[src/rtl/pipeline_stall_ctrl_if.sv]
// ---------------------------------------------------------------------------
// pipeline_stall_ctrl_if
//   Bundles the signals exchanged between the 5-stage RV32I pipeline and its
//   hazard/stall controller.
//
//   master : pipeline side. Drives hazard sources and the D-cache completion.
//            Receives the stage enables, flushes, D-cache request and status.
//   slave  : the controller (pipeline_stall_ctrl).
//
//   Hazard sources: rs1_id, rs2_id, use_rs1, use_rs2, opcode_id, ex_rd,
//                   ex_reg_write, ex_mem_read, mem_rd, mem_mem_read,
//                   mem_access, dcache_done, ex_mispredict, halt_req
//   Controls      : dcache_req, pc_write, ifid_write, ifid_flush, idex_write,
//                   idex_flush, exmem_write, memwb_write, halted
//   Status        : stall_cycles, state_dbg (0=RUN, 1=DWAIT, 2=HALT)
//   HAZARD_STATS_EN adds load_use_cnt, dcache_wait_cnt and flush_cnt.
//
//   D-cache handshake: dcache_req is a one-cycle pulse issued in RUN for a
//   MEM-stage load/store. dcache_done is a one-cycle completion pulse that may
//   arrive in the same cycle as the request (hit) or any later cycle (miss).
//   The MEM-stage access is held in place until dcache_done is seen.
// ---------------------------------------------------------------------------
`timescale 1ns/1ps

interface pipeline_stall_ctrl_if #(
  parameter int CNT_W = 32
);
  logic [4:0]       rs1_id;
  logic [4:0]       rs2_id;
  logic             use_rs1;
  logic             use_rs2;
  logic [6:0]       opcode_id;
  logic [4:0]       ex_rd;
  logic             ex_reg_write;
  logic             ex_mem_read;
  logic [4:0]       mem_rd;
  logic             mem_mem_read;
  logic             mem_access;
  logic             dcache_done;
  logic             ex_mispredict;
  logic             halt_req;

  logic             dcache_req;
  logic             pc_write;
  logic             ifid_write;
  logic             ifid_flush;
  logic             idex_write;
  logic             idex_flush;
  logic             exmem_write;
  logic             memwb_write;
  logic             halted;
  logic [CNT_W-1:0] stall_cycles;
  logic [1:0]       state_dbg;
`ifdef HAZARD_STATS_EN
  logic [CNT_W-1:0] load_use_cnt;
  logic [CNT_W-1:0] dcache_wait_cnt;
  logic [CNT_W-1:0] flush_cnt;
`endif

  modport master (
    output rs1_id, rs2_id, use_rs1, use_rs2, opcode_id, ex_rd, ex_reg_write,
           ex_mem_read, mem_rd, mem_mem_read, mem_access, dcache_done,
           ex_mispredict, halt_req,
`ifdef HAZARD_STATS_EN
    input  load_use_cnt, dcache_wait_cnt, flush_cnt,
`endif
    input  dcache_req, pc_write, ifid_write, ifid_flush, idex_write,
           idex_flush, exmem_write, memwb_write, halted, stall_cycles,
           state_dbg
  );

  modport slave (
    input  rs1_id, rs2_id, use_rs1, use_rs2, opcode_id, ex_rd, ex_reg_write,
           ex_mem_read, mem_rd, mem_mem_read, mem_access, dcache_done,
           ex_mispredict, halt_req,
`ifdef HAZARD_STATS_EN
    output load_use_cnt, dcache_wait_cnt, flush_cnt,
`endif
    output dcache_req, pc_write, ifid_write, ifid_flush, idex_write,
           idex_flush, exmem_write, memwb_write, halted, stall_cycles,
           state_dbg
  );
endinterface

[src/rtl/pipeline_stall_ctrl.sv]
// ---------------------------------------------------------------------------
// pipeline_stall_ctrl
//   Hazard/stall controller for the 5-stage RV32I pipeline. Sits beside ID/EX
//   and drives every pipeline-register enable and flush. Covers the hazards
//   forwarding cannot: load-use, ECALL reading x17 while it is still being
//   produced, D-cache miss freeze and EX branch mispredict. Owns the D-cache
//   request FSM (RUN / DWAIT / HALT) and a saturating stall-cycle counter.
//
// Ports
//   clk   : clock, all state updates on posedge
//   reset : synchronous, active-low
//   bus   : pipeline_stall_ctrl_if.slave (hazard inputs, enables/flushes,
//           dcache_req, halted, stall_cycles, state_dbg)
//
// Parameters
//   CNT_W     : width of the saturating counters
//   ECALL_REG : register ECALL reads as its argument (x17)
//
// Optional feature macro: HAZARD_STATS_EN adds the saturating counters
//   load_use_cnt, dcache_wait_cnt and flush_cnt to the interface.
// ---------------------------------------------------------------------------
`timescale 1ns/1ps

module pipeline_stall_ctrl #(
  parameter int CNT_W     = 32,
  parameter int ECALL_REG = 17
) (
  input  logic                  clk,
  input  logic                  reset,
  pipeline_stall_ctrl_if.slave  bus
);

  typedef enum logic [1:0] {
    RUN   = 2'd0,
    DWAIT = 2'd1,
    HALT  = 2'd2
  } state_e;

  localparam logic [6:0]       OP_ECALL = 7'b1110011;
  localparam logic [4:0]       ECALL_RD = 5'(ECALL_REG);
  localparam logic [CNT_W-1:0] CNT_ONE  = CNT_W'(1);
  localparam logic [CNT_W-1:0] CNT_MAX  = '1;

  state_e           state_q, state_d;
  logic [CNT_W-1:0] stall_cycles_q, stall_cycles_d;

  logic load_use;
  logic ecall_hz;
  logic freeze;
  logic active;     // out of reset and not halted: hazard logic is live

  logic dcache_req_o, pc_write_o, ifid_write_o, ifid_flush_o;
  logic idex_write_o, idex_flush_o, exmem_write_o, memwb_write_o, halted_o;

  assign load_use = bus.ex_mem_read && (bus.ex_rd != 5'd0) &&
                    ((bus.use_rs1 && (bus.rs1_id == bus.ex_rd)) ||
                     (bus.use_rs2 && (bus.rs2_id == bus.ex_rd)));

  // ECALL reads x17 in ID; an ALU producer in EX or a load in MEM cannot be
  // forwarded into the ECALL decode path, so the ECALL waits one cycle.
  assign ecall_hz = (bus.opcode_id == OP_ECALL) &&
                    ((bus.ex_reg_write && (bus.ex_rd == ECALL_RD)) ||
                     (bus.mem_mem_read && (bus.mem_rd == ECALL_RD)));

  // A hit (done in the request cycle) never freezes; in DWAIT the cycle that
  // carries dcache_done is already a moving cycle.
  assign freeze = ((state_q == RUN)   && bus.mem_access && !bus.dcache_done) ||
                  ((state_q == DWAIT) && !bus.dcache_done);

  assign active = reset && (state_q != HALT);

  // Next-state logic
  always_comb begin
    state_d = state_q;
    case (state_q)
      RUN: begin
        if (bus.halt_req)                              state_d = HALT;
        else if (bus.mem_access && !bus.dcache_done)   state_d = DWAIT;
      end
      DWAIT: begin
        if (bus.halt_req)                              state_d = HALT;
        else if (bus.dcache_done)                      state_d = RUN;
      end
      HALT:    state_d = HALT;
      default: state_d = RUN;
    endcase
  end

  // Enables and flushes, highest priority first
  always_comb begin
    pc_write_o    = 1'b1;
    ifid_write_o  = 1'b1;
    ifid_flush_o  = 1'b0;
    idex_write_o  = 1'b1;
    idex_flush_o  = 1'b0;
    exmem_write_o = 1'b1;
    memwb_write_o = 1'b1;
    halted_o      = 1'b0;
    dcache_req_o  = reset && (state_q == RUN) && bus.mem_access;

    if (!reset || (state_q == HALT) || freeze) begin
      // Everything holds; a pending mispredict stays in EX until unfrozen.
      pc_write_o    = 1'b0;
      ifid_write_o  = 1'b0;
      idex_write_o  = 1'b0;
      exmem_write_o = 1'b0;
      memwb_write_o = 1'b0;
      halted_o      = reset && (state_q == HALT);
    end else if (bus.ex_mispredict) begin
      // The ID instruction is on the wrong path, so any stall it asked for
      // is moot: squash IF/ID and ID/EX and redirect.
      ifid_flush_o  = 1'b1;
      idex_flush_o  = 1'b1;
    end else if (load_use || ecall_hz) begin
      pc_write_o    = 1'b0;
      ifid_write_o  = 1'b0;
      idex_flush_o  = 1'b1;
    end
  end

  always_comb begin
    stall_cycles_d = stall_cycles_q;
    if (active && !pc_write_o && (stall_cycles_q != CNT_MAX))
      stall_cycles_d = stall_cycles_q + CNT_ONE;
  end

  always_ff @(posedge clk) begin
    if (!reset) begin
      state_q        <= RUN;
      stall_cycles_q <= '0;
    end else begin
      state_q        <= state_d;
      stall_cycles_q <= stall_cycles_d;
    end
  end

`ifdef HAZARD_STATS_EN
  logic [CNT_W-1:0] load_use_cnt_q, load_use_cnt_d;
  logic [CNT_W-1:0] dcache_wait_cnt_q, dcache_wait_cnt_d;
  logic [CNT_W-1:0] flush_cnt_q, flush_cnt_d;

  always_comb begin
    load_use_cnt_d    = load_use_cnt_q;
    dcache_wait_cnt_d = dcache_wait_cnt_q;
    flush_cnt_d       = flush_cnt_q;
    if (active && freeze && (dcache_wait_cnt_q != CNT_MAX))
      dcache_wait_cnt_d = dcache_wait_cnt_q + CNT_ONE;
    if (active && !freeze && bus.ex_mispredict && (flush_cnt_q != CNT_MAX))
      flush_cnt_d = flush_cnt_q + CNT_ONE;
    if (active && !freeze && !bus.ex_mispredict && (load_use || ecall_hz) &&
        (load_use_cnt_q != CNT_MAX))
      load_use_cnt_d = load_use_cnt_q + CNT_ONE;
  end

  always_ff @(posedge clk) begin
    if (!reset) begin
      load_use_cnt_q    <= '0;
      dcache_wait_cnt_q <= '0;
      flush_cnt_q       <= '0;
    end else begin
      load_use_cnt_q    <= load_use_cnt_d;
      dcache_wait_cnt_q <= dcache_wait_cnt_d;
      flush_cnt_q       <= flush_cnt_d;
    end
  end

  assign bus.load_use_cnt    = load_use_cnt_q;
  assign bus.dcache_wait_cnt = dcache_wait_cnt_q;
  assign bus.flush_cnt       = flush_cnt_q;
`endif

  assign bus.dcache_req   = dcache_req_o;
  assign bus.pc_write     = pc_write_o;
  assign bus.ifid_write   = ifid_write_o;
  assign bus.ifid_flush   = ifid_flush_o;
  assign bus.idex_write   = idex_write_o;
  assign bus.idex_flush   = idex_flush_o;
  assign bus.exmem_write  = exmem_write_o;
  assign bus.memwb_write  = memwb_write_o;
  assign bus.halted       = halted_o;
  assign bus.stall_cycles = stall_cycles_q;
  assign bus.state_dbg    = state_q;

endmodule

[src/flat_wrapper.sv]
// flat-port wrapper written by rule: the top's interface ports become plain ports
module pipeline_stall_ctrl_flat 
#(
  parameter int CNT_W     = 32,
  parameter int ECALL_REG = 17
)
  (clk, reset, bus_rs1_id, bus_rs2_id, bus_use_rs1, bus_use_rs2, bus_opcode_id, bus_ex_rd, bus_ex_reg_write, bus_ex_mem_read, bus_mem_rd, bus_mem_mem_read, bus_mem_access, bus_dcache_done, bus_ex_mispredict, bus_halt_req, bus_dcache_req, bus_pc_write, bus_ifid_write, bus_ifid_flush, bus_idex_write, bus_idex_flush, bus_exmem_write, bus_memwb_write, bus_halted, bus_stall_cycles, bus_state_dbg);
  pipeline_stall_ctrl_if #(.CNT_W(CNT_W)) bus_i ();
  input  logic clk;
  input  logic reset;
  input wire logic [$bits(bus_i.rs1_id)-1:0] bus_rs1_id;
  input wire logic [$bits(bus_i.rs2_id)-1:0] bus_rs2_id;
  input wire logic [$bits(bus_i.use_rs1)-1:0] bus_use_rs1;
  input wire logic [$bits(bus_i.use_rs2)-1:0] bus_use_rs2;
  input wire logic [$bits(bus_i.opcode_id)-1:0] bus_opcode_id;
  input wire logic [$bits(bus_i.ex_rd)-1:0] bus_ex_rd;
  input wire logic [$bits(bus_i.ex_reg_write)-1:0] bus_ex_reg_write;
  input wire logic [$bits(bus_i.ex_mem_read)-1:0] bus_ex_mem_read;
  input wire logic [$bits(bus_i.mem_rd)-1:0] bus_mem_rd;
  input wire logic [$bits(bus_i.mem_mem_read)-1:0] bus_mem_mem_read;
  input wire logic [$bits(bus_i.mem_access)-1:0] bus_mem_access;
  input wire logic [$bits(bus_i.dcache_done)-1:0] bus_dcache_done;
  input wire logic [$bits(bus_i.ex_mispredict)-1:0] bus_ex_mispredict;
  input wire logic [$bits(bus_i.halt_req)-1:0] bus_halt_req;
  output wire logic [$bits(bus_i.dcache_req)-1:0] bus_dcache_req;
  output wire logic [$bits(bus_i.pc_write)-1:0] bus_pc_write;
  output wire logic [$bits(bus_i.ifid_write)-1:0] bus_ifid_write;
  output wire logic [$bits(bus_i.ifid_flush)-1:0] bus_ifid_flush;
  output wire logic [$bits(bus_i.idex_write)-1:0] bus_idex_write;
  output wire logic [$bits(bus_i.idex_flush)-1:0] bus_idex_flush;
  output wire logic [$bits(bus_i.exmem_write)-1:0] bus_exmem_write;
  output wire logic [$bits(bus_i.memwb_write)-1:0] bus_memwb_write;
  output wire logic [$bits(bus_i.halted)-1:0] bus_halted;
  output wire logic [$bits(bus_i.stall_cycles)-1:0] bus_stall_cycles;
  output wire logic [$bits(bus_i.state_dbg)-1:0] bus_state_dbg;
  assign bus_i.rs1_id = bus_rs1_id;
  assign bus_i.rs2_id = bus_rs2_id;
  assign bus_i.use_rs1 = bus_use_rs1;
  assign bus_i.use_rs2 = bus_use_rs2;
  assign bus_i.opcode_id = bus_opcode_id;
  assign bus_i.ex_rd = bus_ex_rd;
  assign bus_i.ex_reg_write = bus_ex_reg_write;
  assign bus_i.ex_mem_read = bus_ex_mem_read;
  assign bus_i.mem_rd = bus_mem_rd;
  assign bus_i.mem_mem_read = bus_mem_mem_read;
  assign bus_i.mem_access = bus_mem_access;
  assign bus_i.dcache_done = bus_dcache_done;
  assign bus_i.ex_mispredict = bus_ex_mispredict;
  assign bus_i.halt_req = bus_halt_req;
  assign bus_dcache_req = bus_i.dcache_req;
  assign bus_pc_write = bus_i.pc_write;
  assign bus_ifid_write = bus_i.ifid_write;
  assign bus_ifid_flush = bus_i.ifid_flush;
  assign bus_idex_write = bus_i.idex_write;
  assign bus_idex_flush = bus_i.idex_flush;
  assign bus_exmem_write = bus_i.exmem_write;
  assign bus_memwb_write = bus_i.memwb_write;
  assign bus_halted = bus_i.halted;
  assign bus_stall_cycles = bus_i.stall_cycles;
  assign bus_state_dbg = bus_i.state_dbg;
  pipeline_stall_ctrl #(.CNT_W(CNT_W), .ECALL_REG(ECALL_REG)) u_core (.clk(clk), .reset(reset), .bus(bus_i));
endmodule
[config.mk]
export PLATFORM = sky130hd
export DESIGN_NAME = pipeline_stall_ctrl_flat
export DESIGN_NICKNAME = d
export VERILOG_FILES = /design/src/rtl/pipeline_stall_ctrl_if.sv /design/src/rtl/pipeline_stall_ctrl.sv /design/src/flat_wrapper.sv
export SDC_FILE = /design/constraint.sdc
export NUM_CORES = 1
export LEC_CHECK = 0
export CAP_MARGIN = 25
export CORE_MARGIN = 2
export CORE_UTILIZATION = 40
export DETAILED_ROUTE_END_ITERATION = 16
export DONT_BUFFER_PORTS = 1
export SYNTH_ARGS = -nofsm -noshare
export SYNTH_HDL_FRONTEND = slang
export SYNTH_SLANG_ARGS = --single-unit
[constraint.sdc]
create_clock -name clk -period 2.7 [get_ports clk]
set_input_delay 0.54 -clock clk [delete_from_list [all_inputs] [get_ports clk]]
set_output_delay 0.54 -clock clk [all_outputs]
set_load 0.02 [all_outputs]
==> results.py <==
metrics = {
    "route": {
        "drt-vias-per-instance": 5.94,
        "postRouteAntennaNets": 0,
        "routed_wl_um": 5490,
        "vias": 2051,
        "drc": 0,
        "wire_per_inst_um": 15.9,
        "drtIter0Drc": 136,
        "first_pass_iters": 4,
    },
    "global_route": {
        "grt.total_usage_pct": 19.2,
        "grt_pass1_wl_um": 9270,
        "grt_pass1_vias": 1952,
        "antenna_found_initial": 0,
        "grt_max_degree": 29,
        "overflow": 0,
    },
    "floorplan": {
        "dieHeight_um": 77.1,
        "ioPinCount": 81,
        "core-area_um2": 5140,
        "start_util_pct": 41.5,
        "fp.dieW_um": 77.1,
        "std_cell_rows": 26,
        "dieArea_um2": 5940,
    },
    "timing": {
        "tightestPinTransition_ns": 0.689,
        "fin_skew_ns": 0.00470,
        "hold_viol_final": 0,
        "slew_violations": 0,
        "rsz0062_at_grt": "no",
        "period_minus_slack_ns": 2.51,
        "relSlewSlack_pct": 54.1,
        "finalSetupViolCount": 0,
        "hold_ws_ns": 0.314,
        "setup_tns_ns": 0,
        "finalCritPeriodShare_pct": 92.8,
        "timing.fmax_mhz": 399,
    },
    "critical_path": {
        "startpoint_type": "input port",
        "end_kind": "output pin",
        "slowest_stage": "or4b_1",
        "crit_fanout": 2,
        "max_stage_delay_ns": 0.52,
        "crit_start": "bus_mem_rd[1]",
        "crit_type": "input port to output pin",
        "worstPathCellList": "or4b_1 -> o22a_1 -> nor3_1 -> a21oi_1 -> a21boi_0 -> buf_4",
        "worstPathArrival_ns": 1.97,
        "crit_required_ns": 2.16,
        "reg2reg_from": "u_core.bus.state_dbg[0]",
    },
    "synth": {
        "netlist-cell-type-count": 43,
        "syn_nets": 300,
        "synth_top_area_cell": "dfxtp_1",
        "ys_ff_latch": 34,
        "synth-edff-count": 0,
        "syn_inst": 261,
        "ys.flop_type": "dfxtp_1",
        "synth_async_sr_flop_share_pct": 0,
        "syn_avg_cell_area_um2": 8.18,
        "ys_warn_count": 0,
        "synth_top_cell_area_share_pct": 31.9,
        "seq_area_frac_synth_pct": 31.9,
        "netlist_area_um2": 2130,
        "synthTopCellsByArea": "dfxtp_1 (32%), nand2_1 (4.4%), a21oi_1 (4.2%), xnor2_1 (4.1%), or4_1 (3.9%)",
    },
    "clocking": {
        "post_cts_resized": 0,
        "ctsRootBufferMaster": "clkbuf_8",
        "clock_sinks": 34,
        "cts_setup_buffers": 0,
        "clk_path_buf_depth": 2,
        "htree_num_levels": 2,
        "clk_pin_slew_ns": 0.07,
        "hold_buffers": 0,
        "cts_made_buffers": 5,
        "cts_tree": "yes",
        "clock_latency_ns": 0.29,
    },
    "layout": {
        "syn_to_final_growth_pct": 14.1,
        "finalNetCount": 313,
        "antenna_cells": 0,
        "fin_cells": 345,
        "drive_gt1_share_pct": 14.9,
    },
    "placed_design": {
        "hpwl_um": 4040,
        "place_congestion": 0.756,
        "portBuffers": 0,
        "place_inst": 337,
    },
    "min_path": {
        "min_path_type": "input port to register",
        "min_from": "bus_halt_req",
    },
    "run_status": {
        "status": "completed",
    },
    "power": {
        "leakagePower_nw": 0.761,
        "p_per_area_nw_per_um2": 441,
        "irDropWorstVdd_mv": 0.205,
        "post-layout-total-power_mw": 1.07,
    },
    "flow_run": {
        "max_cap_violations": 0,
    },
}
-- registers in the layout (all words and copies together), names as in the netlist --
| register | cells |
|---|---|
| u_core.bus.state_dbg | 2 |
| u_core.bus.stall_cycles | 32 |
-- final timing paths --
| check | to | slack (ns) | cells past startpoint |
|---|---|---|---|
| min reg2reg | u_core.bus.stall_cycles[17] | 0.59 | 2 |
| max reg2reg | u_core.bus.stall_cycles[28] | 0.29 | 7 |
| max | bus_idex_flush | 0.19 | 6 |
| min | u_core.bus.state_dbg[0] | 0.31 | 1 |
-- stage by stage --
step	area (um2)	setup slack [ns]	util [%]
after detailed placement	2330	0.0800	45.3
after floorplan	2130	0.120	-
final	2430	0.194	47.4
after CTS	2430	0.193	47.4
after global placement	2330	0.126	45.3
after global routing	2430	0.106	47.4
-- cells in the final DEF, fill, tap and decap left out, types with 5 or more instances in the layout --
cell      netlist  layout
mux2i_1         7       7
or4_1          11      11
nand4_1        13      13
nand2_1        25      25
nor2_1          6       6
and4_1          6       6
a21oi_1        18      18
buf_4           3      26
or3_1          10      10
clkbuf_8        0       5
dfxtp_1        34      34
nor4_2          5       6
and3_1          6       6
o21ai_0         5       5
and2_1          5       5
o21a_1          6       6
nand2b_1       10      10
nor3_1          5       5
nand3_1        14      14
o31ai_1         9       9
xnor2_1        10      10
-- layer usage --
| layer | wire [um] | vias up | track usage, % |
|---|---|---|---|
| met5 | 0 | - | 0 |
| met4 | 106 | 0 | 7.68 |
| met3 | 349 | 12 | 5.29 |
| met2 | 2560 | 54 | 30.8 |
| met1 | 2480 | 958 | 24.4 |
| li1 | - | 1027 | - |
-- worst max-delay path: cells and delay by family --
kind                   cells  cell delay (ns)
AOI/OAI and AO/OA          3             0.53
buffers and inverters      1             0.17
and+or+nand+nor            2             0.72
-- power by group --
| group | internal [mW] | switching, mW | total [mW] |
|---|---|---|---|
| clock network | 0.276 | 0.190 | 0.466 |
| logic | 0.0412 | 0.0573 | 0.0985 |
| registers | 0.505 | 0.00534 | 0.510 |
| total | 0.822 | 0.252 | 1.07 |
-- cell usage after synthesis, types with 2 or more instances --
| master | instances |
|---|---|
| nor4_1 | 4 |
| nand3_1 | 14 |
| o211ai_1 | 4 |
| inv_1 | 2 |
| o21ai_0 | 5 |
| a21oi_1 | 18 |
| or4b_1 | 3 |
| xnor2_1 | 10 |
| buf_2 | 7 |
| o31ai_1 | 9 |
| o41ai_1 | 2 |
| nand4_1 | 13 |
| nand4b_1 | 2 |
| or3_1 | 10 |
| nor2_1 | 6 |
| dfxtp_1 | 34 |
| nand2_1 | 25 |
| o21ai_1 | 4 |
| nand2b_1 | 10 |
| or4_1 | 11 |
| and2_1 | 5 |
| and3_1 | 6 |
| mux2i_1 | 7 |
| o21a_1 | 6 |
| nor4_2 | 5 |
| nor3_1 | 5 |
| clkbuf_1 | 7 |
| o31a_1 | 4 |
| buf_4 | 3 |
| and4_1 | 6 |
| buf_6 | 2 |
-- cell families after synthesis --
kind of cell	after synthesis	synth area share [%]
xor+xnor	10	4.10
compound gates	60	18.4
flops	34	31.9
mux	7	3.28
fa+ha+maj	1	0.586
simple gates	127	36.2
buf+inv	22	5.51
-- cell type report --
type	instances	area, um2
fillers	526	2710
multi-input cells	205	1360
flip-flops and latches	34	681
repair buffers	26	195
well taps	70	87.6
clock buffers	7	76.3
clock inverters	1	30.0
inverters	2	7.51
Power figures use the tool's default switching activity.
